`src/rtl/ns_gnrl_burst_arb_if.sv`:
```
// Purpose: bundle of upstream requester beats, shared downstream beat port and arbiter status.
// Latency: none; this is only wiring shared between the arbiter and its neighbours.
// Backpressure: standard valid/ready on each side; req_ready is per requester.
// Ports:
//   req_valid/req_data/req_last/req_urgent  upstream beats (requester i at data bits [i*DW +: DW])
//   req_ready                               per-requester beat accepted
//   out_valid/out_data/out_last/out_ready   shared downstream beat port
//   out_src/busy/err_long                   owner index, burst locked, sticky long-burst flag
// Modports: master is taken by the arbiter (it masters the downstream port and answers the
// requesters); slave is the surrounding environment (requesters plus downstream sink).
interface ns_gnrl_burst_arb_if #(
  parameter int REQ_NUM = 4,
  parameter int DW      = 32
);
  localparam int SW = $clog2(REQ_NUM);

  logic [REQ_NUM-1:0]    req_valid;
  logic [REQ_NUM*DW-1:0] req_data;
  logic [REQ_NUM-1:0]    req_last;
  logic [REQ_NUM-1:0]    req_ready;
  logic [REQ_NUM-1:0]    req_urgent;
  logic                  out_valid;
  logic [DW-1:0]         out_data;
  logic                  out_last;
  logic                  out_ready;
  logic [SW-1:0]         out_src;
  logic                  busy;
  logic                  err_long;

  modport master (
    input  req_valid, req_data, req_last, req_urgent, out_ready,
    output req_ready, out_valid, out_data, out_last, out_src, busy, err_long
  );

  modport slave (
    output req_valid, req_data, req_last, req_urgent, out_ready,
    input  req_ready, out_valid, out_data, out_last, out_src, busy, err_long
  );
endinterface

```
`src/rtl/ns_gnrl_burst_arb.sv`:
```
// Purpose: per-burst round-robin arbiter sharing one downstream valid/ready beat port.
// Latency: 1 cycle from first request to grant, beats then pass combinationally; >=1 bubble between bursts.
// Backpressure: out_ready goes straight to the owner's req_ready; non-owners are held without ready.
// Ports: clk, rst (async, active-high), arb (ns_gnrl_burst_arb_if.master): upstream req_*,
//   downstream out_*, status out_src (current/last owner), busy (burst locked), err_long (sticky).
// Optional: define NS_ARB_QOS_EN to restrict the idle round-robin search to urgent requesters
//   whenever any valid requester is urgent; otherwise req_urgent is ignored.
module ns_gnrl_burst_arb #(
  parameter int REQ_NUM   = 4,
  parameter int DW        = 32,
  parameter int MAX_BEATS = 16
) (
  input logic                 clk,
  input logic                 rst,
  ns_gnrl_burst_arb_if.master arb
);
  localparam int SW = $clog2(REQ_NUM);
  localparam int CW = $clog2(MAX_BEATS + 1);

  typedef enum logic {
    IDLE = 1'b0,
    LOCK = 1'b1
  } state_t;

  state_t             state;
  logic [SW-1:0]      ptr;
  logic [SW-1:0]      owner;
  logic [CW-1:0]      beat_cnt;
  logic               err_long_q;

  logic [REQ_NUM-1:0] cand;
  logic               grant_found;
  logic [SW-1:0]      grant_idx;
  logic               own_valid;
  logic               own_last;
  logic [DW-1:0]      own_data;
  logic [REQ_NUM-1:0] ready_v;
  logic               beat_acc;

  // Candidate set for the idle search.
`ifdef NS_ARB_QOS_EN
  always_comb begin
    cand = arb.req_valid;
    if (|(arb.req_valid & arb.req_urgent)) begin
      cand = arb.req_valid & arb.req_urgent;
    end
  end
`else
  logic unused_urgent;
  assign unused_urgent = ^arb.req_urgent;

  always_comb begin
    cand = arb.req_valid;
  end
`endif

  // Round-robin search starting at ptr. The index sum is one bit wider than ptr so the
  // wrap works for non-power-of-two REQ_NUM as well.
  always_comb begin
    logic [SW:0] sum;
    sum         = '0;
    grant_found = 1'b0;
    grant_idx   = '0;
    for (int k = 0; k < REQ_NUM; k++) begin
      sum = {1'b0, ptr} + (SW+1)'(k);
      if (sum >= (SW+1)'(REQ_NUM)) begin
        sum = sum - (SW+1)'(REQ_NUM);
      end
      if (!grant_found && cand[sum[SW-1:0]]) begin
        grant_found = 1'b1;
        grant_idx   = sum[SW-1:0];
      end
    end
  end

  // Owner mux; constant indices keep the data select narrow.
  always_comb begin
    own_valid = 1'b0;
    own_last  = 1'b0;
    own_data  = '0;
    ready_v   = '0;
    for (int i = 0; i < REQ_NUM; i++) begin
      if (owner == SW'(i)) begin
        own_valid  = arb.req_valid[i];
        own_last   = arb.req_last[i];
        own_data   = arb.req_data[i*DW +: DW];
        ready_v[i] = (state == LOCK) & arb.out_ready;
      end
    end
  end

  assign beat_acc      = (state == LOCK) & own_valid & arb.out_ready;

  assign arb.out_valid = (state == LOCK) & own_valid;
  assign arb.out_data  = own_data;
  assign arb.out_last  = own_last;
  assign arb.req_ready = ready_v;
  assign arb.out_src   = owner;
  assign arb.busy      = (state == LOCK);
  assign arb.err_long  = err_long_q;

  always_ff @(posedge clk or posedge rst) begin
    if (rst) begin
      state      <= IDLE;
      ptr        <= '0;
      owner      <= '0;
      beat_cnt   <= '0;
      err_long_q <= 1'b0;
    end else begin
      case (state)
        IDLE: begin
          if (grant_found) begin
            owner      <= grant_idx;
            beat_cnt   <= '0;
            err_long_q <= 1'b0;
            state      <= LOCK;
          end
        end
        LOCK: begin
          if (beat_acc) begin
            if (beat_cnt != CW'(MAX_BEATS)) begin
              beat_cnt <= beat_cnt + 1'b1;
            end
            // Flag only; the burst keeps flowing until its own last beat.
            if (!own_last && (beat_cnt == CW'(MAX_BEATS - 1))) begin
              err_long_q <= 1'b1;
            end
            if (own_last) begin
              ptr   <= (owner == SW'(REQ_NUM - 1)) ? '0 : owner + 1'b1;
              state <= IDLE;
            end
          end
        end
        default: state <= IDLE;
      endcase
    end
  end
endmodule

```
`src/flat_wrapper.sv`:
```
// flat-port wrapper written by rule: the top's interface ports become plain ports
module ns_gnrl_burst_arb_flat 
#(
  parameter int REQ_NUM   = 4,
  parameter int DW        = 32,
  parameter int MAX_BEATS = 16
)
  (clk, rst, arb_req_valid, arb_req_data, arb_req_last, arb_req_urgent, arb_out_ready, arb_req_ready, arb_out_valid, arb_out_data, arb_out_last, arb_out_src, arb_busy, arb_err_long);
  ns_gnrl_burst_arb_if #(.REQ_NUM(REQ_NUM), .DW(DW)) arb_i ();
  input logic clk;
  input logic rst;
  input wire logic [$bits(arb_i.req_valid)-1:0] arb_req_valid;
  input wire logic [$bits(arb_i.req_data)-1:0] arb_req_data;
  input wire logic [$bits(arb_i.req_last)-1:0] arb_req_last;
  input wire logic [$bits(arb_i.req_urgent)-1:0] arb_req_urgent;
  input wire logic [$bits(arb_i.out_ready)-1:0] arb_out_ready;
  output wire logic [$bits(arb_i.req_ready)-1:0] arb_req_ready;
  output wire logic [$bits(arb_i.out_valid)-1:0] arb_out_valid;
  output wire logic [$bits(arb_i.out_data)-1:0] arb_out_data;
  output wire logic [$bits(arb_i.out_last)-1:0] arb_out_last;
  output wire logic [$bits(arb_i.out_src)-1:0] arb_out_src;
  output wire logic [$bits(arb_i.busy)-1:0] arb_busy;
  output wire logic [$bits(arb_i.err_long)-1:0] arb_err_long;
  assign arb_i.req_valid = arb_req_valid;
  assign arb_i.req_data = arb_req_data;
  assign arb_i.req_last = arb_req_last;
  assign arb_i.req_urgent = arb_req_urgent;
  assign arb_i.out_ready = arb_out_ready;
  assign arb_req_ready = arb_i.req_ready;
  assign arb_out_valid = arb_i.out_valid;
  assign arb_out_data = arb_i.out_data;
  assign arb_out_last = arb_i.out_last;
  assign arb_out_src = arb_i.out_src;
  assign arb_busy = arb_i.busy;
  assign arb_err_long = arb_i.err_long;
  ns_gnrl_burst_arb #(.REQ_NUM(REQ_NUM), .DW(DW), .MAX_BEATS(MAX_BEATS)) u_core (.clk(clk), .rst(rst), .arb(arb_i));
endmodule
```
`config.mk`:
```
export PLATFORM = sky130hd
export DESIGN_NAME = ns_gnrl_burst_arb_flat
export DESIGN_NICKNAME = d
export VERILOG_FILES = /design/src/rtl/ns_gnrl_burst_arb_if.sv /design/src/rtl/ns_gnrl_burst_arb.sv /design/src/flat_wrapper.sv
export SDC_FILE = /design/constraint.sdc
export NUM_CORES = 1
export LEC_CHECK = 0
export CORE_MARGIN = 5
export CORE_UTILIZATION = 30
export CTS_CLUSTER_DIAMETER = 150
export DETAILED_ROUTE_END_ITERATION = 10
export GPL_TIMING_DRIVEN = 0
export MAX_ROUTING_LAYER = met4
export PLACE_DENSITY = 0.82
export SYNTH_ARGS = -nofsm -noshare
export SYNTH_HDL_FRONTEND = slang
export SYNTH_SLANG_ARGS = --single-unit
```
`constraint.sdc`:
```
create_clock -name clk -period 2.5 [get_ports clk]
set_input_delay 0.625 -clock clk [delete_from_list [all_inputs] [get_ports clk]]
set_output_delay 0.625 -clock clk [all_outputs]
set_load 0.02 [all_outputs]
```
==> results.md, run 1 <==
- Status: finished, violations left
- Failing checks: negative setup slack
- Max_cap viols: 0
- Met2 wire len: 5380 um
- Initial antenna violation count: 0
- Critical path arrival: 1900 ps
- # DRC: 0
- ANT cells: 0
- Final HPWL DP: 7850 um
- Fillers: between 400 and 500
- DRT Pass-1 Iters: 5
- Worst Skew: 1.04 ps
- CTS H-tree depth: 1
- Synth area leaders: a21oi_1 18%, nand2_1 15%, dfrtp_1 15%, nand3b_1 14%, o21ai_0 8.9%
- Reg clk slew, reported paths: 50 ps
- Slew Limit Fails: 0
- Total grt overflow: 0
- Worst vdd ir: 0.000709 V
- WS Path Type: reg -> out
- Longest Clk Path Bufs: 2
- GRT Total Usage: 25.1%
- Yosys reg bits: 11
- Root Driver: clkbuf_8
- Global placement routability congestion: 0.886
- Ratio of cells with drive above 1 in the final layout: between 20% and 30%
- Final period util: 101%
- CTS Buf Count: 3
- P&R area growth vs syn: 126%
- Die Y-Extent: approximately 89 um
- Post-Route Setup TNS: -47.1 ps
- PwrDens: ~1100 nW/um^2
- Final Instance Area: 4220 sq um
- Critical path required time: around 1900 ps
- Final setup margin: -24.4 ps
- Vias in the first global route: 2996
- CP max FO: 10
- Area post-placement: 3760 sq um
- Most common cell after layout, fill and taps aside: clkdlybuf4s50_1
- Layout Nets: ~650
- Worst Setup Start Kind: flop
- Total core area: between 5000 and 6000 sq um
- Die ar.: 7890 sq um
- Met3 Wirelength: 990 um
- Clock Latency Late Sink: roughly 240 ps
- CTS tree: built
- Leading area contributor after synthesis: a21oi_1
- Synth cell types: 34
- Vias per std cell: around 5.3
- WL met1: 3990 um
- Hold WC Path Type: reg -> reg
- Avg Inst Size Synth: 6.13 sq um
- Initial drt markers: 109
- Clk sinks: 11
- Die Span X: ~89 um
- Sequential cell area fraction in the yosys report: between 10% and 20%
- Post-CTS Hold Buffers: 0
- Netlist Area Pre-Place: between 1500 and 2000 sq um
- Drt total wl: 10600 um
- Mean routed wirelength per cell: roughly 18 um
- Actual slew at the worst max-slew pin: around 460 ps
- First-pass GRT wire length: 15100 um
- Max Clk Rate: 0.396 GHz
- Largest net degree at the start of global routing: 12
- FP Rows: 28
- Rel. slew slack: 69.3%
- Warnings, synthesis: 0
- Yosys top cell area share: 18.0%
- DRT antenna net count: 0
- # IOs: ~190
- Final critical-path required period: 2520 ps
- Commonest non-fill, non-tap cells in the layout: 140 x clkdlybuf4s50_1, 75 x nand2_1, 45 x buf_4
- Endpoint class of the critical path: output pin
- Initial Util: a little under a third
- DR vias: 3052
- RSZ-0062 raised after global routing: yes
- # setup viols final: 2
- Overall Power: 4510 uW
- P_leak: 0.00170 uW
- Synthesized net count: between 400 and 500
- # port buffers: 180
- Final hold vios: 0
- Synth Instances: 304
- DR top layer: met4
==> timing repair <==
action,4_1_cts,5_1_grt
setup buffers,7,4
endpoints found under the hold margin,0,0
cloned,2,2
setup endpoints to repair,38,37
gates resized for setup,219,83
pin swaps,6,20
==> where the power goes <==
group	internal (uW)	total [uW]	switching (uW)
clock network	112	182	69.8
registers	235	303	67.2
logic	1920	4020	2100
total	2270	4510	2240
==> cells in the mapped netlist <==
library cell	count
nand2_1	75
a21oi_1	67
nand3b_1	34
o21ai_0	33
clkbuf_1	23
dfrtp_1	11
inv_1	8
ha_1	7
and3_1	6
mux2i_1	5
nor2_1	4
buf_2	3
nor3b_1	3
a211oi_1	2
buf_1	2
mux2_1	2
nor2b_1	2
a211oi_2	1
a211oi_4	1
a21bo_2	1
a22o_1	1
a41o_1	1
and2_1	1
nand2b_1	1
nand3_1	1
nand4_1	1
nand4_2	1
nor4_1	1
nor4bb_1	1
o211ai_1	1
o21a_1	1
o22ai_1	1
o41ai_1	1
or2_1	1
==> stage by stage <==
step	setup slack, ps	util (%)	cells	hold slack [ps]
finish	-24.4	70.4	578	522
CTS	-140	65.8	572	519
floorplan	71.1	-	304	475
global placement	-677	62.8	559	499
global route	-103	70.4	578	551
detailed placement	-780	62.8	559	512
==> registers in the layout, indices dropped and copies added (netlist names) <==
register and cells:
u_core.arb.busy 1, u_core.beat_cnt 5, u_core.ptr 2, u_core.arb.err_long 1, u_core.arb.out_src 2
==> critical path, stage by stage (launching register included) <==
cell and delay (ps):
dfrtp_2 440, inv_2 100, ha_1 160, buf_6 170, buf_8 140, nand3b_1 120, a21oi_2 180, a21oi_2 40
o21ai_1 130, buf_4 170
==> worst paths after layout <==
check | startpoint | end | slack, ps | depth (start not counted)
max | u_core.arb.out_src[0] | arb_out_data[14] | -20 | 9
min | u_core.beat_cnt[2] | u_core.beat_cnt[2] | 520 | 1
max reg2reg | u_core.arb.out_src[1] | u_core.ptr[1] | 310 | 8
min reg2reg | u_core.beat_cnt[2] | u_core.beat_cnt[2] | 520 | 1
max in group asynchronous | rst | u_core.arb.out_src[0] | 1470 | 2
min in group asynchronous | rst | u_core.ptr[0] | 690 | 2
==> layout make-up <==
type	instances	area, sq um	share of cell area [%]
clock buffer	4	45.0	1.07
inverter	8	30.0	0.712
tap	75	93.8	2.23
multi-input combinational	257	1600	38.0
sequential	11	277	6.56
timing repair buffer	195	1880	44.5
buffer	28	290	6.88
==> cell families after synthesis <==
group	count (synthesis)	synth area share [%]
AND/OR/NAND/NOR	132	36.6
AO/OA/AOI/OAI	111	32.6
buffers and inverters	36	7.45
flip-flops	11	14.8
multiplexers	7	3.89
adder cells (fa/ha/maj)	7	4.70
==> routing by layer <==
layer / global-route usage [%] / up-vias
li1: - / 1460
met1: 28.2 / 1419
met2: 44.8 / 147
met3: 5.31 / 26
met4: 6.87 / 0
met5: - / -
(Power assumes the default switching activity.)
==> run 2, diff against run 1 <==
--- a/config.mk
+++ b/config.mk
@@ -12,6 +12,8 @@
 export GPL_TIMING_DRIVEN = 0
 export MAX_ROUTING_LAYER = met4
 export PLACE_DENSITY = 0.82
+export RECOVER_POWER = 100
+export SKIP_CTS_REPAIR_TIMING = 1
 export SYNTH_ARGS = -nofsm -noshare
 export SYNTH_HDL_FRONTEND = slang
 export SYNTH_SLANG_ARGS = --single-unit
==> run 2 against run 1 <==
The run still ends with negative setup slack left. Global-route usage decreased by 1.5 points. Worst setup slack lost 50 ps. Clock skew up 0.97 ps. Power up 5.2%. Via count increased by 1.1%. Sequential power rose by 4%. Clock-buffer cell count is the same. Final cell count up 0.69%. Die area is the same. Critical path type unchanged. Critical endpoint is now arb_out_data[1].
==> results.md, run 2 (synthesis gave the netlist of run 1 again) <==
- Status: finished, violations left
- Failing checks: negative setup slack
- Final HPWL DP: a little under 8000 um
- Final period util: 103%
- First-pass GRT wire length: 14300 um
- Core Util, Final: around three quarters
- Layout Nets: about 660
- Most common cell after layout, fill and taps aside: clkdlybuf4s50_1
- DRT Pass-1 Iters: 4
- Total grt overflow: 0
- Longest Clk Path Bufs: 2
- Final hold vios: 0
- RSZ-0062 raised after global routing: yes
- Total core area: roughly 6000 sq um
- DR vias: slightly above 3000
- Clock Latency Late Sink: 240 ps
- Rel. slew slack: 69.1%
- # IOs: 185
- Max FFs per register: 5
- Initial antenna violation count: 0
- Top reg by flops: u_core.beat_cnt
- P_leak: about 0.0019 uW
- Drt total wl: 10900 um
- # DRC: 0
- Actual slew at the worst max-slew pin: between 400 and 500 ps
- Commonest non-fill, non-tap cells in the layout: 135 x clkdlybuf4s50_1, 61 x nand2_1, 42 x buf_4
- Overall Power: 4740 uW
- FP Rows: 28
- Slew Limit Fails: 0
- Endpoint class of the critical path: output pin
- Hold WC Path Type: reg -> reg
- Ratio of cells with drive above 1 in the final layout: 27.6%
- Global placement routability congestion: 0.886
- Vias in the first global route: 2814
- CTS tree: built
- Clk sinks: 11
- # setup viols final: 15
- Largest net degree at the start of global routing: 12
- Worst vdd ir: 0.000679 V
- Initial drt markers: between 100 and 150
- Hold path depth: 1
- # port buffers: 180
- CTS Buf Count: 3
- Die Span X: 88.8 um
- Fillers: 471
- Reg2reg path depth: 8
- Root Driver: clkbuf_8
- Max_cap viols: 0
- P&R area growth vs syn: 135%
- CTS H-tree depth: 1
- Mean routed wirelength per cell: 18.7 um
- PwrDens: ~1100 nW/um^2
- GRT Total Usage: 23.7%
- Fin Hold WS: 530 ps
- Die Y-Extent: 88.8 um
- Critical path arrival: ~2000 ps
- Worst Skew: 2.01 ps
- Die ar.: 7890 sq um
- Reg clk slew, reported paths: 50 ps
- DRT antenna net count: 0
- Worst Setup Start Kind: flop
- Final critical-path required period: 2570 ps
- CP max FO: 7
- Max Clk Rate: between 0.3 and 0.4 GHz
- Final setup margin: -74.2 ps
- WS Path Type: reg -> out
- Vias per std cell: roughly 5.3
- Initial Util: roughly 31%
- ANT cells: 0
- Critical path required time: 1880 ps
==> run 2: cell types whose count changed in the layout (fill, tap and decap cells not counted), sizes merged, moves of 3 or more <==
cell,before,now
buf,61,69
dlygate4sd3,0,3
dlymetal6s2s,1,8
clkbuf,21,16
clkdlybuf4s50,140,135
==> run 2: final cells by class <==
class                           instances  area, sq um  area share [%]
Tap cell                               75         93.8            2.14
Timing Repair Buffer                  199         1960            44.8
Multi-Input combinational cell        257         1690            38.7
Sequential cell                        11          278            6.35
Clock buffer                            4         45.0            1.03
Inverter                                8         35.0           0.800
Buffer                                 28          273            6.23
==> run 2: final timing paths <==
kind                                              end                  start  slack (ps)
worst max-delay path                  arb_out_data[1]  u_core.arb.out_src[1]         -70
worst min-delay path               u_core.beat_cnt[2]     u_core.beat_cnt[2]         530
worst max register to register          u_core.ptr[1]  u_core.arb.out_src[1]         340
worst min register to register     u_core.beat_cnt[2]     u_core.beat_cnt[2]         530
max in group asynchronous       u_core.arb.out_src[0]                    rst        1320
min in group asynchronous             u_core.arb.busy                    rst         830
==> run 2: power breakdown <==
part           leakage, uW  switching, uW  internal, uW
logic              0.00171           2200          2050
registers         0.000138           79.0           237
clock network    0.0000228           71.6           112
==> run 2: metal layers <==
| metal | vias to the layer above | routed length [um] | track usage (%) |
|---|---|---|---|
| li1 | 1475 | - | - |
| met1 | 1458 | 4120 | 27.4 |
| met2 | 140 | 5620 | 43.3 |
| met3 | 14 | 950 | 4.19 |
| met4 | 0 | 191 | 3.02 |
| met5 | - | 0 | - |
==> run 2: worst max-delay path, cell delays in order (launching register included) <==
cell	delay (ps)
dfrtp_2	450
inv_4	100
ha_4	170
buf_8	140
buf_6	110
buf_6	120
nand2_1	70
a21oi_2	190
a21oi_1	70
o21ai_1	140
buf_4	160
==> run 2: per-stage QoR <==
step,cells,instance area [sq um],setup WS [ps],setup TNS [ps]
floorplan,304,1860,71.1,0
CTS,563,3800,-1040,-32940
global placement,559,3760,-677,-21780
detailed placement,559,3760,-780,-23210
finish,582,4380,-74.2,-516
global route,582,4380,-194,-2750
==> run 3, diff against run 2 <==
==> constraint.sdc (replaced) <==
create_clock -name clk -period 2.5 [get_ports clk]
set_input_delay 0.5 -clock clk [delete_from_list [all_inputs] [get_ports clk]]
set_output_delay 0.5 -clock clk [all_outputs]
set_load 0.02 [all_outputs]
==> run 3 against run 2 <==
The flow now finishes without violations. Final cell count shrank 2.9%. Worst setup slack gained 120 ps. Maximum frequency grew 4.9%. Non-clock buffer count shrank 17. Hold slack lost 5.1 ps. Wire length shrank 11%. Via count shrank 4.2%. Power shrank 20%. Largest power group unchanged.
==> results.md, run 3 (synthesis gave the netlist of run 1 again) <==
- Status: completed
- FP Rows: 28
- Total core area: 5990 sq um
- Switch Pwr: ~2000 uW
- Ratio of cells with drive above 1 in the final layout: 15.7%
- Clk sinks: 11
- Sw Ratio: 52.6%
- Worst Setup Start Kind: flop
- CP max FO: 8
- Worst Setup EP: arb_out_valid
- Worst vdd ir: 0.000633 V
- # IOs: 185
- Largest net degree at the start of global routing: 12
- # setup viols final: 0
- Power share of the sequential group: 8.1%
- First-pass GRT wire length: 13800 um
- Die ar.: 7890 sq um
- # port buffers: 180
- Vias in the first global route: around 2800
- Initial antenna violation count: 0
- Clock Latency Late Sink: roughly 240 ps
- Worst setup startpoint: u_core.arb.out_src[0]
- Overall Power: 3790 uW
- Final critical-path required period: roughly 2500 ps
- Final period util: 98.2%
- Initial drt markers: ~110
- CTS H-tree depth: 1
- ANT cells: 0
- Vias per std cell: 5.24
- Mean routed wirelength per cell: around 17 um
- Worst Skew: 1.02 ps
- Root Driver: clkbuf_8
- R2r setup slk: 440 ps
- Reg clk slew, reported paths: 50 ps
- Clock power frac: 4.8%
- DR vias: 2958
- Power share of the combinational group: between 80% and 90%
- GRT Total Usage: 22.8%
- Slew Limit Fails: 0
- Final Instance Area: around 3900 sq um
- Max_cap viols: 0
- Commonest non-fill, non-tap cells in the layout: 137 x clkdlybuf4s50_1, 75 x nand2_1, 60 x a21oi_1
- DRT Pass-1 Iters: 4
- # DRC: 0
- Actual slew at the worst max-slew pin: 464 ps
- PwrDens: 983 nW/um^2
- Global placement routability congestion: 0.892
- Rel. slew slack: just under 70%
- Initial Util: between 30% and 40%
- Layout Nets: 641
- Most common cell after layout, fill and taps aside: clkdlybuf4s50_1
- Drt total wl: 9720 um
- Endpoint class of the critical path: output pin
- R2R Path End: u_core.ptr[1]
- Critical path required time: approximately 2000 ps
- Die Y-Extent: around 90 um
- CTS Buf Count: 3
- Internal power: 1790 uW
- Critical path arrival: 1950 ps
- DRT antenna net count: 0
- Reg2reg start: u_core.arb.out_src[0]
- CTS tree: built
- P&R area growth vs syn: 107%
- Max Clk Rate: 0.407 GHz
- Top reg by flops: u_core.beat_cnt
- Final hold vios: 0
- Hold WC Path Type: reg -> reg
- Hold path depth: 1
- Area post-placement: 3760 sq um
- Total grt overflow: 0
- Longest Clk Path Bufs: 2
- Critical hold path startpoint: u_core.beat_cnt[0]
- Reg2reg path depth: 7
- WS Path Type: reg -> out
- Die Span X: 88.8 um
- P_leak: ~0.0017 uW
- Final HPWL DP: roughly 7900 um
- Max FFs per register: 5
run 3: cell count changes in the layout (fill, tap and decap cells not counted), sizes merged:
cell | previous run | this run
buf | 69 | 44
clkbuf | 16 | 21
clkdlybuf4s50 | 135 | 137
dlygate4sd3 | 3 | 4
run 3: how the worst min path moves through the flow:
stage                    endpoint  slack, ps
5_1_grt        u_core.beat_cnt[0]        550
4_1_cts        u_core.beat_cnt[0]        530
3_5_place_dp   u_core.beat_cnt[0]        520
2_1_floorplan     u_core.arb.busy        350
3_3_place_gp   u_core.beat_cnt[2]        500
6_report       u_core.beat_cnt[0]        530
run 3: cell type report:
cell class	count	area, sq um
inverters	8	30.0
fillers	548	2140
well taps	75	93.8
plain buffers	28	200
multi-input cells	257	1490
clock buffers	4	45.0
repair buffers	182	1710
flip-flops and latches	11	277
run 3: power by group through the flow:
stage / combinational, uW / clock (uW) / sequential, uW
2_1_floorplan: 1850 / 0 / 310
3_3_place_gp: 3260 / 0 / 297
3_5_place_dp: 3300 / 0 / 303
4_1_cts: 3320 / 182 / 300
5_1_grt: 3550 / 194 / 314
6_report: 3300 / 182 / 307
run 3: stage by stage:
step	setup TNS (ps)	setup WS, ps	util [%]	hold slack (ps)	std cells
6_report	0	45.4	64.3	525	565
3_3_place_gp	-16330	-570	62.8	497	559
3_5_place_dp	-18370	-626	62.8	521	559
5_1_grt	-93.7	-53.6	64.3	551	565
2_1_floorplan	0	48.9	-	352	304
4_1_cts	-28020	-907	63.5	529	563
run 3: worst max-delay path, stage by stage (launching register included):
cell	delay, ps
dfrtp_2	450
inv_2	80
ha_1	170
buf_6	150
nand3b_1	130
a211oi_4	400
and2_4	210
buf_4	130
run 3: routing by layer:
metal  part of all wire (%)  GRT usage (%)  vias up
met5                      0              -        -
met4                    2.0           7.14        0
met3                    9.1           4.10       20
met2                     51           39.9      133
met1                     38           26.1     1370
li1                       -              -     1435
